==> src/rtl/sun_pll_ctrl.sv <==
// sun_pll_ctrl: powers the analog PLL, measures the synchronized feedback count per window, declares lock or retries.
// Define SUN_PLL_CTRL_DBG_EN to expose DELTA (last window delta) and WIN_END (evaluated-window pulse).
module sun_pll_ctrl #(
  parameter int SETTLE_CYC = 64,
  parameter int WIN_CYC    = 32,
  parameter int TOL        = 2,
  parameter int LOCK_CNT   = 4,
  parameter int MAX_WIN    = 16,
  parameter int MAX_RETRY  = 3,
  parameter int OFF_CYC    = 16
) (
  input  logic       CK_REF,
  input  logic       RST_N,
  input  logic       EN,
  input  logic [5:0] FB_GRAY,
  output logic       PWRUP_1V8,
  output logic       LOCK,
  output logic       FAIL,
  output logic [2:0] STATE
`ifdef SUN_PLL_CTRL_DBG_EN
  ,
  output logic [5:0] DELTA,
  output logic       WIN_END
`endif
);

  typedef enum logic [2:0] {
    ST_OFF      = 3'd0,
    ST_SETTLE   = 3'd1,
    ST_MEASURE  = 3'd2,
    ST_LOCKED   = 3'd3,
    ST_COOLDOWN = 3'd4,
    ST_FAIL     = 3'd5
  } state_t;

  localparam int TMR_MAX = (SETTLE_CYC > OFF_CYC) ? SETTLE_CYC : OFF_CYC;
  localparam int TMR_W   = $clog2(TMR_MAX + 1);
  localparam int WIN_W   = $clog2(WIN_CYC + 1);
  localparam int GOOD_W  = $clog2(LOCK_CNT + 1);
  localparam int BAD_W   = $clog2(MAX_WIN + 1);
  localparam int RETRY_W = $clog2(MAX_RETRY + 1);
  localparam logic [6:0] DELTA_LO = 7'(WIN_CYC - TOL);
  localparam logic [6:0] DELTA_HI = 7'(WIN_CYC + TOL);

  state_t             state, state_nxt;
  logic [5:0]         fb_s1, fb_s2, fb_bin, prev_smp, delta;
  logic [TMR_W-1:0]   tmr;
  logic [WIN_W-1:0]   win_cnt;
  logic [GOOD_W-1:0]  good_cnt;
  logic [BAD_W-1:0]   bad_cnt;
  logic [RETRY_W-1:0] retry_cnt;
  logic               base_pend, win_active, win_end, win_good;
`ifdef SUN_PLL_CTRL_DBG_EN
  logic [5:0]         delta_q;
  logic               win_end_q;
  assign DELTA   = delta_q;
  assign WIN_END = win_end_q;
`endif

  function automatic logic [5:0] gray2bin(input logic [5:0] g);
    logic [5:0] b;
    b[5] = g[5];
    for (int i = 4; i >= 0; i--) b[i] = b[i+1] ^ g[i];
    return b;
  endfunction

  assign fb_bin     = gray2bin(fb_s2);
  assign delta      = fb_bin - prev_smp;  // 6-bit subtraction wraps mod 64 like the counter
  assign win_active = ((state == ST_MEASURE) || (state == ST_LOCKED)) && !base_pend;
  assign win_end    = win_active && (win_cnt == WIN_W'(WIN_CYC - 1));
  assign win_good   = ({1'b0, delta} >= DELTA_LO) && ({1'b0, delta} <= DELTA_HI);

  // NOTE: state_nxt gets a default before the case, so no path leaves it unassigned (no latch).
  always_comb begin
    state_nxt = state;
    if (!EN) begin
      state_nxt = ST_OFF;
    end else begin
      case (state)
        ST_OFF:      state_nxt = ST_SETTLE;
        ST_SETTLE:   if (tmr == TMR_W'(SETTLE_CYC - 1)) state_nxt = ST_MEASURE;
        ST_MEASURE: begin
          if (win_end) begin
            if (win_good) begin
              if (good_cnt == GOOD_W'(LOCK_CNT - 1)) state_nxt = ST_LOCKED;
            end else if (bad_cnt == BAD_W'(MAX_WIN - 1)) begin
              state_nxt = (retry_cnt == RETRY_W'(MAX_RETRY - 1)) ? ST_FAIL : ST_COOLDOWN;
            end
          end
        end
        ST_LOCKED:   if (win_end && !win_good) state_nxt = ST_MEASURE;
        ST_COOLDOWN: if (tmr == TMR_W'(OFF_CYC - 1)) state_nxt = ST_SETTLE;
        ST_FAIL:     state_nxt = ST_FAIL;
        default:     state_nxt = ST_OFF;
      endcase
    end
  end

  // NOTE: all state below uses non-blocking assignments so every register samples pre-edge values.
  always_ff @(posedge CK_REF) begin
    if (!RST_N) begin
      state     <= ST_OFF;
      fb_s1     <= '0;
      fb_s2     <= '0;
      prev_smp  <= '0;
      tmr       <= '0;
      win_cnt   <= '0;
      good_cnt  <= '0;
      bad_cnt   <= '0;
      retry_cnt <= '0;
      base_pend <= 1'b0;
      PWRUP_1V8 <= 1'b0;
      LOCK      <= 1'b0;
      FAIL      <= 1'b0;
`ifdef SUN_PLL_CTRL_DBG_EN
      delta_q   <= '0;
      win_end_q <= 1'b0;
`endif
    end else begin
      fb_s1     <= FB_GRAY;
      fb_s2     <= fb_s1;
      state     <= state_nxt;
      PWRUP_1V8 <= (state_nxt == ST_SETTLE) || (state_nxt == ST_MEASURE) || (state_nxt == ST_LOCKED);
      LOCK      <= (state_nxt == ST_LOCKED);
      FAIL      <= (state_nxt == ST_FAIL);
`ifdef SUN_PLL_CTRL_DBG_EN
      win_end_q <= EN && win_end;
      if (EN && win_end) delta_q <= delta;
`endif
      if (!EN) begin
        tmr       <= '0;
        win_cnt   <= '0;
        good_cnt  <= '0;
        bad_cnt   <= '0;
        retry_cnt <= '0;
        base_pend <= 1'b0;
      end else begin
        if (state_nxt != state) tmr <= '0;
        else if ((state == ST_SETTLE) || (state == ST_COOLDOWN)) tmr <= tmr + 1'b1;

        if ((state == ST_SETTLE) && (state_nxt == ST_MEASURE)) begin
          base_pend <= 1'b1;
        end else if ((state == ST_MEASURE) && base_pend) begin
          prev_smp  <= fb_bin;
          win_cnt   <= '0;
          base_pend <= 1'b0;
        end else if (win_active) begin
          if (win_end) begin
            prev_smp <= fb_bin;
            win_cnt  <= '0;
          end else begin
            win_cnt <= win_cnt + 1'b1;
          end
        end

        // Entering MEASURE (fresh attempt or lost lock) starts both streaks from zero.
        if ((state_nxt == ST_MEASURE) && (state != ST_MEASURE)) begin
          good_cnt <= '0;
          bad_cnt  <= '0;
        end else if ((state == ST_MEASURE) && win_end) begin
          if (win_good) begin
            good_cnt <= good_cnt + 1'b1;
            bad_cnt  <= '0;
          end else begin
            good_cnt <= '0;
            bad_cnt  <= bad_cnt + 1'b1;
          end
        end

        if ((state == ST_MEASURE) && (state_nxt == ST_LOCKED)) retry_cnt <= '0;
        else if ((state == ST_MEASURE) && ((state_nxt == ST_COOLDOWN) || (state_nxt == ST_FAIL)))
          retry_cnt <= retry_cnt + 1'b1;
      end
    end
  end

  assign STATE = state;

endmodule

==> config.mk <==
export PLATFORM = sky130hd
export DESIGN_NAME = sun_pll_ctrl
export DESIGN_NICKNAME = d
export VERILOG_FILES = /design/src/rtl/sun_pll_ctrl.sv
export SDC_FILE = /design/constraint.sdc
export NUM_CORES = 1
export LEC_CHECK = 0
export BUFFER_PORTS_ARGS = -buffer_cell sky130_fd_sc_hd__buf_2
export CAP_MARGIN = 40
export CORE_ASPECT_RATIO = 0.75
export CORE_MARGIN = 2
export CORE_UTILIZATION = 54
export CTS_CLUSTER_SIZE = 8
export DETAILED_ROUTE_END_ITERATION = 10
export PLACE_DENSITY = 0.75
export SYNTH_ARGS = -nofsm -noshare
export SYNTH_HDL_FRONTEND = slang
export SYNTH_SLANG_ARGS = --single-unit
==> constraint.sdc <==
create_clock -name CK_REF -period 4 [get_ports CK_REF]
set_clock_uncertainty 0.2 [all_clocks]
set_input_delay 0.2 -clock CK_REF [delete_from_list [all_inputs] [get_ports CK_REF]]
set_output_delay 0.2 -clock CK_REF [all_outputs]
set_load 0.01 [all_outputs]
======== Word-level counts from Yosys, hierarchy flattened ========
Cells that the tools add are included.
word-level totals
  input port bits ......................... 9
  memories kept ........................... 0
  output and inout port bits .............. 6
  bits in read-only memories .............. 0
  RAM bits ................................ 0
  logic and storage cells ................. 94
  register bits after elaboration ......... 48
  latch bits .............................. 0
cells by class
  equal/unequal tests ..................... 18
  shifts and indexed selects .............. 0
  bitwise gates (word level) .............. 8
  reductions and logical operators ........ 27
  order comparisons ....................... 2
  $add $sub $neg .......................... 6
  mux-type cells .......................... 20
  divide/modulo/power cells ............... 0
  multipliers ............................. 0
operator list
  cell                                                                    count
  6-bit 2-to-1 mux                                                        6
  3-bit 2-to-1 mux                                                        9
  3-bit case mux with 6 select lines                                      1
  3-bit by 2-bit == test with 1-bit output (second input constant)        5
  3-bit == test (second input constant)                                   4
  1-bit logical AND                                                       10
  3-bit OR reduction                                                      3
  7-bit by 1-bit adder with 7-bit output (second input constant)          1
  7-bit by 4-bit == test with 1-bit output (second input constant)        1
  7-bit by 6-bit == test with 1-bit output (second input constant)        1
  6-bit by 1-bit adder with 6-bit output (second input constant)          1
  3-bit by 1-bit == test with 1-bit output (second input constant)        2
  6-bit by 5-bit == test with 1-bit output (second input constant)        1
  6-bit by 5-bit >= comparator with 1-bit output (second input constant)  1
  6-bit <= comparator (second input constant)                             1
  2-bit nonzero test                                                      3
  6-bit subtractor                                                        1
  5-bit by 1-bit adder with 5-bit output (second input constant)          1
  5-bit by 4-bit == test with 1-bit output (second input constant)        1
  1-bit logical OR                                                        5
  5-bit 2-to-1 mux                                                        1
  1-bit XOR                                                               5
  2-bit AND reduction                                                     2
  4-bit AND reduction                                                     1
  9 further kinds                                                         14

======== Depth between registers and ports, before layout ========
Gate-level depths: netlist of run 1.
  depth after elaboration ................. 17
  depth in mapped cells ................... 17
  depth with buffers taken out ............ 16

======== Worst setup path before layout of run 1 ========
Ideal clock, no wire load.
  path type ............................... register to register
  from .................................... reg fb_s2[5]
  to ...................................... reg tmr[0]
  data required time ...................... 3.662 ns
  setup time .............................. 0.138 ns
  clock period less this slack ............ 3.924 ns
  cell stages (with the launch flop) ...... 17
  path buffers ............................ 0
  arrival time ............................ 3.585 ns
  setup slack ............................. 0.076 ns
  cell sequence ........................... dfxtp_1 > xor2_1 > xnor2_1 > xnor2_2 > xnor2_1 > inv_2 > xnor2_1 > ha_1 > fa_1 > nand2b_1 > a21oi_1 > xor2_1 > and3_1 > mux2i_1 > mux2_2 > o211ai_2 > a211oi_1
between the ends
  word-level cells in the longest chain between the ends .. 15
  elaborated cells on any way between the ends .. 18
  classes of those cells .................. 1 x add/sub; 2 x order compare; 1 x eq/ne; 5 x mux; 5 x bitwise; 4 x reduce/logical
ends and longest elaborated chain
  what                                                                                          RTL line  source
  start, declared                                                                               46        logic [5:0] fb_s1, fb_s2, fb_bin, prev_smp, delta;
  start signal, assigned                                                                        121       fb_s2 <= fb_s1;
  1-bit XOR *                                                                                   63        for (int i = 4; i >= 0; i--) b[i] = b[i+1] ^ g[i];
  via fb_bin[4]                                                                                 46
  1-bit XOR * (2 in series)                                                                     63
  via fb_bin[2]                                                                                 46
  1-bit XOR *                                                                                   63
  via fb_bin[1]                                                                                 46
  1-bit XOR                                                                                     63
  6-bit subtractor *                                                                            68        assign delta = fb_bin - prev_smp;
  6-bit by 5-bit >= comparator with 1-bit output / 6-bit <= comparator (equally long branches)  71        assign win_good = ({1'b0, delta} >= DELTA_LO) && ({1'b0, delta} <= DELTA_HI);
  1-bit logical AND *                                                                           71
  1-bit logical NOT                                                                             91        ST_LOCKED: if (win_end && !win_good) state_nxt = ST_MEASURE;
  1-bit logical AND                                                                             91
  3-bit 2-to-1 mux                                                                              91
  3-bit case mux with 6 select lines *                                                          79        case (state)
  3-bit 2-to-1 mux *                                                                            76        if (!EN) begin
  3-bit inequality test *                                                                       138       if (state_nxt != state) tmr <= '0;
  3-bit OR reduction (no source line) *                                                         -
  end signal, assigned                                                                          139       else if ((state == ST_SETTLE) || (state == ST_COOLDOWN)) tmr <= tmr + 1'b1;
  end, declared                                                                                 47        logic [TMR_W-1:0] tmr;
Mark *: on every way through the listed nets, which the timed path passes. The rest lies on a longest branch.
A chain may end at the register's enable or synchronous reset.

======== Final worst setup path of run 1 ========
  from .................................... reg fb_s2[4]
  to ...................................... reg PWRUP_1V8
between the ends
  word-level cells in the longest chain between the ends .. 16
  elaborated cells on any way between the ends .. 21
  classes of those cells .................. 1 x add/sub; 2 x order compare; 3 x eq/ne; 5 x mux; 5 x bitwise; 5 x reduce/logical
ends and longest elaborated chain
  what                                                                                                         RTL line  source
  1-bit XOR *                                                                                                  63
  via fb_bin[4]                                                                                                46
  1-bit XOR * (2 in series)                                                                                    63
  via fb_bin[2]                                                                                                46
  1-bit XOR *                                                                                                  63
  via fb_bin[1]                                                                                                46
  1-bit XOR                                                                                                    63
  6-bit subtractor *                                                                                           68
  [... 2 more ...]                                                                                             -
  1-bit logical NOT                                                                                            91
  1-bit logical AND                                                                                            91
  3-bit 2-to-1 mux                                                                                             91
  3-bit case mux with 6 select lines *                                                                         79
  3-bit 2-to-1 mux *                                                                                           76
  3-bit by 1-bit == test with 1-bit output / 3-bit by 2-bit == test with 1-bit output (equally long branches)  123       PWRUP_1V8 <= (state_nxt == ST_SETTLE) || (state_nxt == ST_MEASURE) || (state_nxt == ST_LOCKED);
  1-bit logical OR                                                                                             123
  1-bit logical OR *                                                                                           123
  end signal, assigned                                                                                         123
  end, declared                                                                                                16        output logic PWRUP_1V8,
Marks and branches as above.

==> results of run 1 <==
==> final timing paths <==
kind	startpoint	endpoint	slack [ns]	cells after the start
min reg2reg	fb_s1[5]	fb_s2[5]	0.24	1
max reg2reg	fb_s2[4]	PWRUP_1V8	0.17	17
min	EN	prev_smp[5]	0.06	3
max	fb_s2[4]	PWRUP_1V8	0.17	17
==> placed cells by master, fill, tap and decap left out, types with 8 or more instances in the layout <==
cell type and n:
buf_2 14, a21oi_1 13, o21ai_0 10, nand3_1 8, buf_4 10, nor3_1 9
ha_1 11, nand2_1 20, inv_1 12, nor2_1 31, a211oi_2 9, dfxtp_1 46
and2_1 19
==> sequential cells by signal, summed over array words and instances (netlist names), 2 cells and up <==
name,count
retry_cnt,2
STATE,3
tmr,7
prev_smp,6
bad_cnt,5
good_cnt,3
fb_s2,6
win_cnt,6
fb_s1,6
==> area by class of cell <==
type | instances | area [um2] | share of cell area [%]
flip-flops and latches | 48 | 963 | 33.7
multi-input cells | 205 | 1480 | 51.5
clock inverters | 1 | 30.0 | 1.05
well taps | 57 | 71.3 | 2.49
clock buffers | 5 | 68.8 | 2.40
repair buffers | 30 | 205 | 7.17
inverters | 13 | 48.8 | 1.70
==> logic make-up after synthesis <==
family	after synthesis	synth area share (%)
AOI/OAI and AO/OA	57	16.9
xor gates and xnor gates	16	6.04
adders and majority gates	13	6.96
buffers and inverters	20	3.84
DFF	48	39.3
muxes	6	3.02
and+or+nand+nor	113	23.9
==> through the flow <==
step           setup TNS [ns]  area, um2  hold slack (ns)  util [%]  std cells
5_1_grt                -0.182       2860           0.0695      64.9        359
3_3_place_gp                0       2590            0.205      58.6        343
3_5_place_dp                0       2590            0.211      58.6        343
6_report                    0       2860           0.0570      64.9        359
2_1_floorplan               0       2450            0.127         -        273
4_1_cts               -0.0367       2750           0.0542      62.4        356
==> power breakdown <==
part / leakage, nW / internal, mW / switching (mW) / total, mW
Sequential: 0.390 / 0.484 / 0.00472 / 0.489
Combinational: 0.666 / 0.0698 / 0.0787 / 0.148
Clock: 0.0501 / 0.179 / 0.151 / 0.330
==> what timing repair did <==
action,in CTS,in global routing
hold buffers,6,0
pin swaps,0,6
setup buffers,1,3
gates resized for setup,0,19
setup endpoints to repair,8,22
gates cloned,0,0
hold endpoints to repair,6,0
==> worst max-delay path, stage by stage, from the launching register on <==
cell	delay, ns
dfxtp_2	0.33
xor2_2	0.18
xnor2_2	0.16
xnor2_2	0.27
xnor2_2	0.17
inv_2	0.06
xnor2_1	0.14
ha_2	0.21
fa_2	0.35
nand2b_4	0.15
a21oi_2	0.13
xor2_1	0.18
nor3_1	0.08
mux2i_1	0.24
buf_4	0.20
nand4_1	0.15
a32o_2	0.31
o221a_1	0.22
==> routing by layer <==
metal / wire length [um] / GRT usage [%] / part of all wire, %
met1: 2480 / 30.1 / 50
met2: 2150 / 31.3 / 43
met3: 231 / 5.38 / 4.7
met4: 86 / 7.08 / 1.7
met5: 0 / 0 / 0
==> impl_metrics.env, run 1 <==
export IMPL_slew_headroom_pct=53.6
export IMPL_cts_sinks=48
export IMPL_clockBufferDepth=2
export IMPL_dr_pass1_iters=4
export IMPL_dp_slack_ns=0.00559
export IMPL_diodes=0
export IMPL_dieWidth_um=81.7
export IMPL_ys_seq_elements=48
export IMPL_max_cap_viol_count=0
export IMPL_tritoncts="done"
export IMPL_antenna_found_initial=0
export IMPL_gp_congestion=0.815
export IMPL_setup_viol=0
export IMPL_ir_worst_vdd_mv=0.203
export IMPL_hpwl_um=3410
export IMPL_rows=21
export IMPL_clock_latency_ns=0.30
export IMPL_ys_top_cells_by_area="dfxtp_1 (39%), ha_1 (6.1%), and2_1 (4.9%), nor2_1 (4.8%), nand2_1 (3.1%)"
export IMPL_fmax_mhz=261
export IMPL_die_h_um=62.3
export IMPL_cts_made_buffers=5
export IMPL_core_area_mm2=0.00441
export IMPL_finalCritPeriodShare_pct=95.6
export IMPL_arrival_ns=3.82
export IMPL_clk_pin_slew_worst_paths_ns=0.08
export IMPL_synth_area_per_cell_um2=8.96
export IMPL_grtUsageTotal_pct=21.2
export IMPL_syn_inst=273
export IMPL_drt_total_wl_um=4950
export IMPL_synth_flop_cell="dfxtp_1"
export IMPL_yosys_area_top_type="dfxtp_1"
export IMPL_fill_cells=350
export IMPL_grt_max_degree=24
export IMPL_synth_seq_area_share_pct=39.3
export IMPL_fin_ws_ns=0.175
export IMPL_ys_warn_count=0
export IMPL_ant_nets=0
export IMPL_syn_cell_area_mm2=0.00245
export IMPL_drc_errors=0
export IMPL_endpoint_kind="register"
export IMPL_drive_gt1_share_pct=20.2
export IMPL_powerDensity_mw_per_mm2=338
export IMPL_dieArea_mm2=0.00509
export IMPL_drt_initial_drc_count=90
export IMPL_grt_pass1_vias=1795
export IMPL_period_needed_ns=3.83
export IMPL_hold_viol_final=0
export IMPL_start_util_pct=55.4
export IMPL_synth_nets=295
export IMPL_layout_nets=325
export IMPL_power_leakage_nw=1.11
export IMPL_wire_per_inst_um=13.8
export IMPL_crit_fanout=3
export IMPL_portBuffers=14
export IMPL_async_flop_share_pct=0
export IMPL_hold_path_class="input port to register"
export IMPL_vias=1987
export IMPL_required_ns=3.99
export IMPL_grt_pass1_wl_um=8420
export IMPL_grt_overflow_total=0
export IMPL_h_tree_depth=2
export IMPL_synth_most_common_cell="dfxtp_1"
export IMPL_status="finished, final reports clean"
export IMPL_synth_edf_count=0
export IMPL_critical_path_class="register to register"
export IMPL_synth_common_cells="dfxtp_1 (48), nor2_1 (31), nand2_1 (20), and2_1 (19), a21oi_1 (14)"
export IMPL_total_power_mw=0.968
export IMPL_cts_root_buf="clkbuf_8"
export IMPL_vias_per_cell=5.53
export IMPL_area_growth_syn_to_layout_pct=17.0
export IMPL_synth_top_area_share_pct=39.3
export IMPL_start_kind="register"
export IMPL_ios=15
export IMPL_yosysUniqueCellTypes=50
export IMPL_slew_violations=0
export IMPL_tightestPinTransition_ns=0.692
(Power assumes the default switching activity.)
==> run 2: changes to the inputs <==
--- a/config.mk
+++ b/config.mk
@@ -13,6 +13,7 @@
 export CTS_CLUSTER_SIZE = 8
 export DETAILED_ROUTE_END_ITERATION = 10
 export PLACE_DENSITY = 0.75
+export RECOVER_POWER = 25
 export SYNTH_ARGS = -nofsm -noshare
 export SYNTH_HDL_FRONTEND = slang
 export SYNTH_SLANG_ARGS = --single-unit
==> run 2 against run 1 <==
Against the previous run: routed wire length up 0.55%; clock power about the same; hold slack worse by 0.0037 ns; register-to-register slack about the same; first-iteration DRC count increased by 4.4%; maximum frequency is essentially flat; design area is essentially flat; sequential power barely moved; worst setup slack improved by 0.0026 ns; critical path type unchanged; highest routed layer unchanged.
==> impl_metrics.env, run 2 (synthesis gave the netlist of run 1 again) <==
export IMPL_die_h_um=62.3
export IMPL_ios=15
export IMPL_tightestPinTransition_ns=0.692
export IMPL_top_register="tmr"
export IMPL_ir_worst_vdd_mv=0.203
export IMPL_worst_path_max_delay_cell="fa_2"
export IMPL_dp_slack_ns=0.00559
export IMPL_drive_gt1_share_pct=19.9
export IMPL_portBuffers=14
export IMPL_tns_ns=0
export IMPL_gp_congestion=0.815
export IMPL_rows=21
export IMPL_start_kind="register"
export IMPL_drt_total_wl_um=4980
export IMPL_final_cell_mix="dfxtp_1 (46), nor2_1 (31), nand2_1 (20)"
export IMPL_ant_nets=0
export IMPL_tritoncts="done"
export IMPL_grt_max_degree=24
export IMPL_finalCritPeriodShare_pct=95.6
export IMPL_drt_initial_drc_count=94
export IMPL_total_power_mw=0.969
export IMPL_hpwl_um=3410
export IMPL_max_stage_delay_ns=0.35
export IMPL_dieArea_mm2=0.00509
export IMPL_placedCellCount=343
export IMPL_start_util_pct=55.4
export IMPL_ff2ff_setup_slack_ns=0.18
export IMPL_grt_pass1_vias=1795
export IMPL_dr_pass1_iters=4
export IMPL_cpMostUsedCell="xnor2_2"
export IMPL_endpoint_kind="register"
export IMPL_clockBufferDepth=2
export IMPL_wire_per_inst_um=13.9
export IMPL_fin_cells=359
export IMPL_area_growth_syn_to_layout_pct=17.0
export IMPL_cts_made_buffers=5
export IMPL_grtUsageTotal_pct=21.2
export IMPL_powerDensity_mw_per_mm2=339
export IMPL_vias_per_cell=5.55
export IMPL_arrival_ns=3.82
export IMPL_fmax_mhz=262
export IMPL_cts_sinks=48
export IMPL_status="finished, final reports clean"
export IMPL_grt_pass1_wl_um=8420
export IMPL_vias=1993
export IMPL_cts_root_buf="clkbuf_8"
export IMPL_period_needed_ns=3.82
export IMPL_antenna_found_initial=0
export IMPL_final_common_cell="dfxtp_1"
export IMPL_hold_path_class="input port to register"
export IMPL_drc_errors=0
export IMPL_required_ns=4.00
export IMPL_power_leakage_nw=1.10
export IMPL_grt_overflow_total=0
export IMPL_dpl_cell_area_mm2=0.00259
export IMPL_crit_chain="xor2_2 > xnor2_2 > xnor2_2 > xnor2_2 > inv_2 > xnor2_1 > ha_2 > fa_2 > nand2b_4 > a21oi_2 > xor2_1 > nor3_1 > mux2i_1 > buf_4 > nand4_1 > a32o_2 > o221a_1"
export IMPL_largest_reg_flops=7
export IMPL_diodes=0
export IMPL_fin_ws_ns=0.177
export IMPL_slew_headroom_pct=53.5
export IMPL_critical_path_class="register to register"
export IMPL_layout_nets=325
export IMPL_clk_pin_slew_worst_paths_ns=0.08
export IMPL_final_cell_area_mm2=0.00286
export IMPL_core_area_mm2=0.00441
export IMPL_hold_viol_final=0
export IMPL_clock_latency_ns=0.30
export IMPL_setup_viol=0
export IMPL_dieWidth_um=81.7
export IMPL_crit_fanout=3
export IMPL_max_cap_viol_count=0
export IMPL_slew_violations=0
export IMPL_h_tree_depth=2
==> run 2: changes by cell type in the layout (fill, tap and decap cells not counted), sizes merged <==
cell / delta
clkbuf: +1
buf: -1
==> run 2: path summary, 6_finish.rpt <==
path,start,endpoint,cells past startpoint
worst max-delay path,fb_s2[4],PWRUP_1V8,17
worst min-delay path,EN,base_pend,3
worst max register to register,fb_s2[4],PWRUP_1V8,17
worst min register to register,fb_s1[5],fb_s2[5],1
==> run 2: cell type report <==
cell class | instances | area [um2]
fillers | 351 | 1550
multi-input cells | 205 | 1480
flip-flops and latches | 48 | 963
repair buffers | 30 | 204
well taps | 57 | 71.3
clock buffers | 5 | 68.8
inverters | 13 | 48.8
clock inverters | 1 | 30.0
==> run 2: routing by layer <==
layer	routed length (um)	vias to the layer above	GRT usage (%)
li1	-	1009	-
met1	2470	934	30.1
met2	2160	41	31.3
met3	266	9	5.38
met4	80	0	7.08
met5	0	-	0
==> run 2: critical path: cells and delay by family, from the launching register on <==
family / cells / cell delay, ns
xor gates and xnor gates: 6 / 1.09
AOI/OAI and AO/OA: 3 / 0.66
adders and majority gates: 2 / 0.56
and+or+nand+nor: 3 / 0.38
DFF: 1 / 0.33
buffers and inverters: 2 / 0.26
muxes: 1 / 0.24
==> run 2: what timing repair did <==
action	CTS	global route
setup endpoints to repair	8	22
hold buffers	6	0
pin swaps	0	6
setup buffers	1	3
endpoints found under the hold margin	6	0
resized for setup	0	19
==> run 2: stage by stage <==
stage               hold WS, ns  util (%)
detailed placement        0.211      58.6
CTS                      0.0542      62.4
finish                   0.0532      64.8
global route             0.0695      64.8
floorplan                 0.127         -
global placement          0.205      58.6
==> run 2: where the power goes <==
| group | switching [mW] | internal, mW | total (mW) |
|---|---|---|---|
| combinational | 0.0790 | 0.0698 | 0.149 |
| sequential | 0.00478 | 0.484 | 0.489 |
| clock | 0.152 | 0.179 | 0.331 |
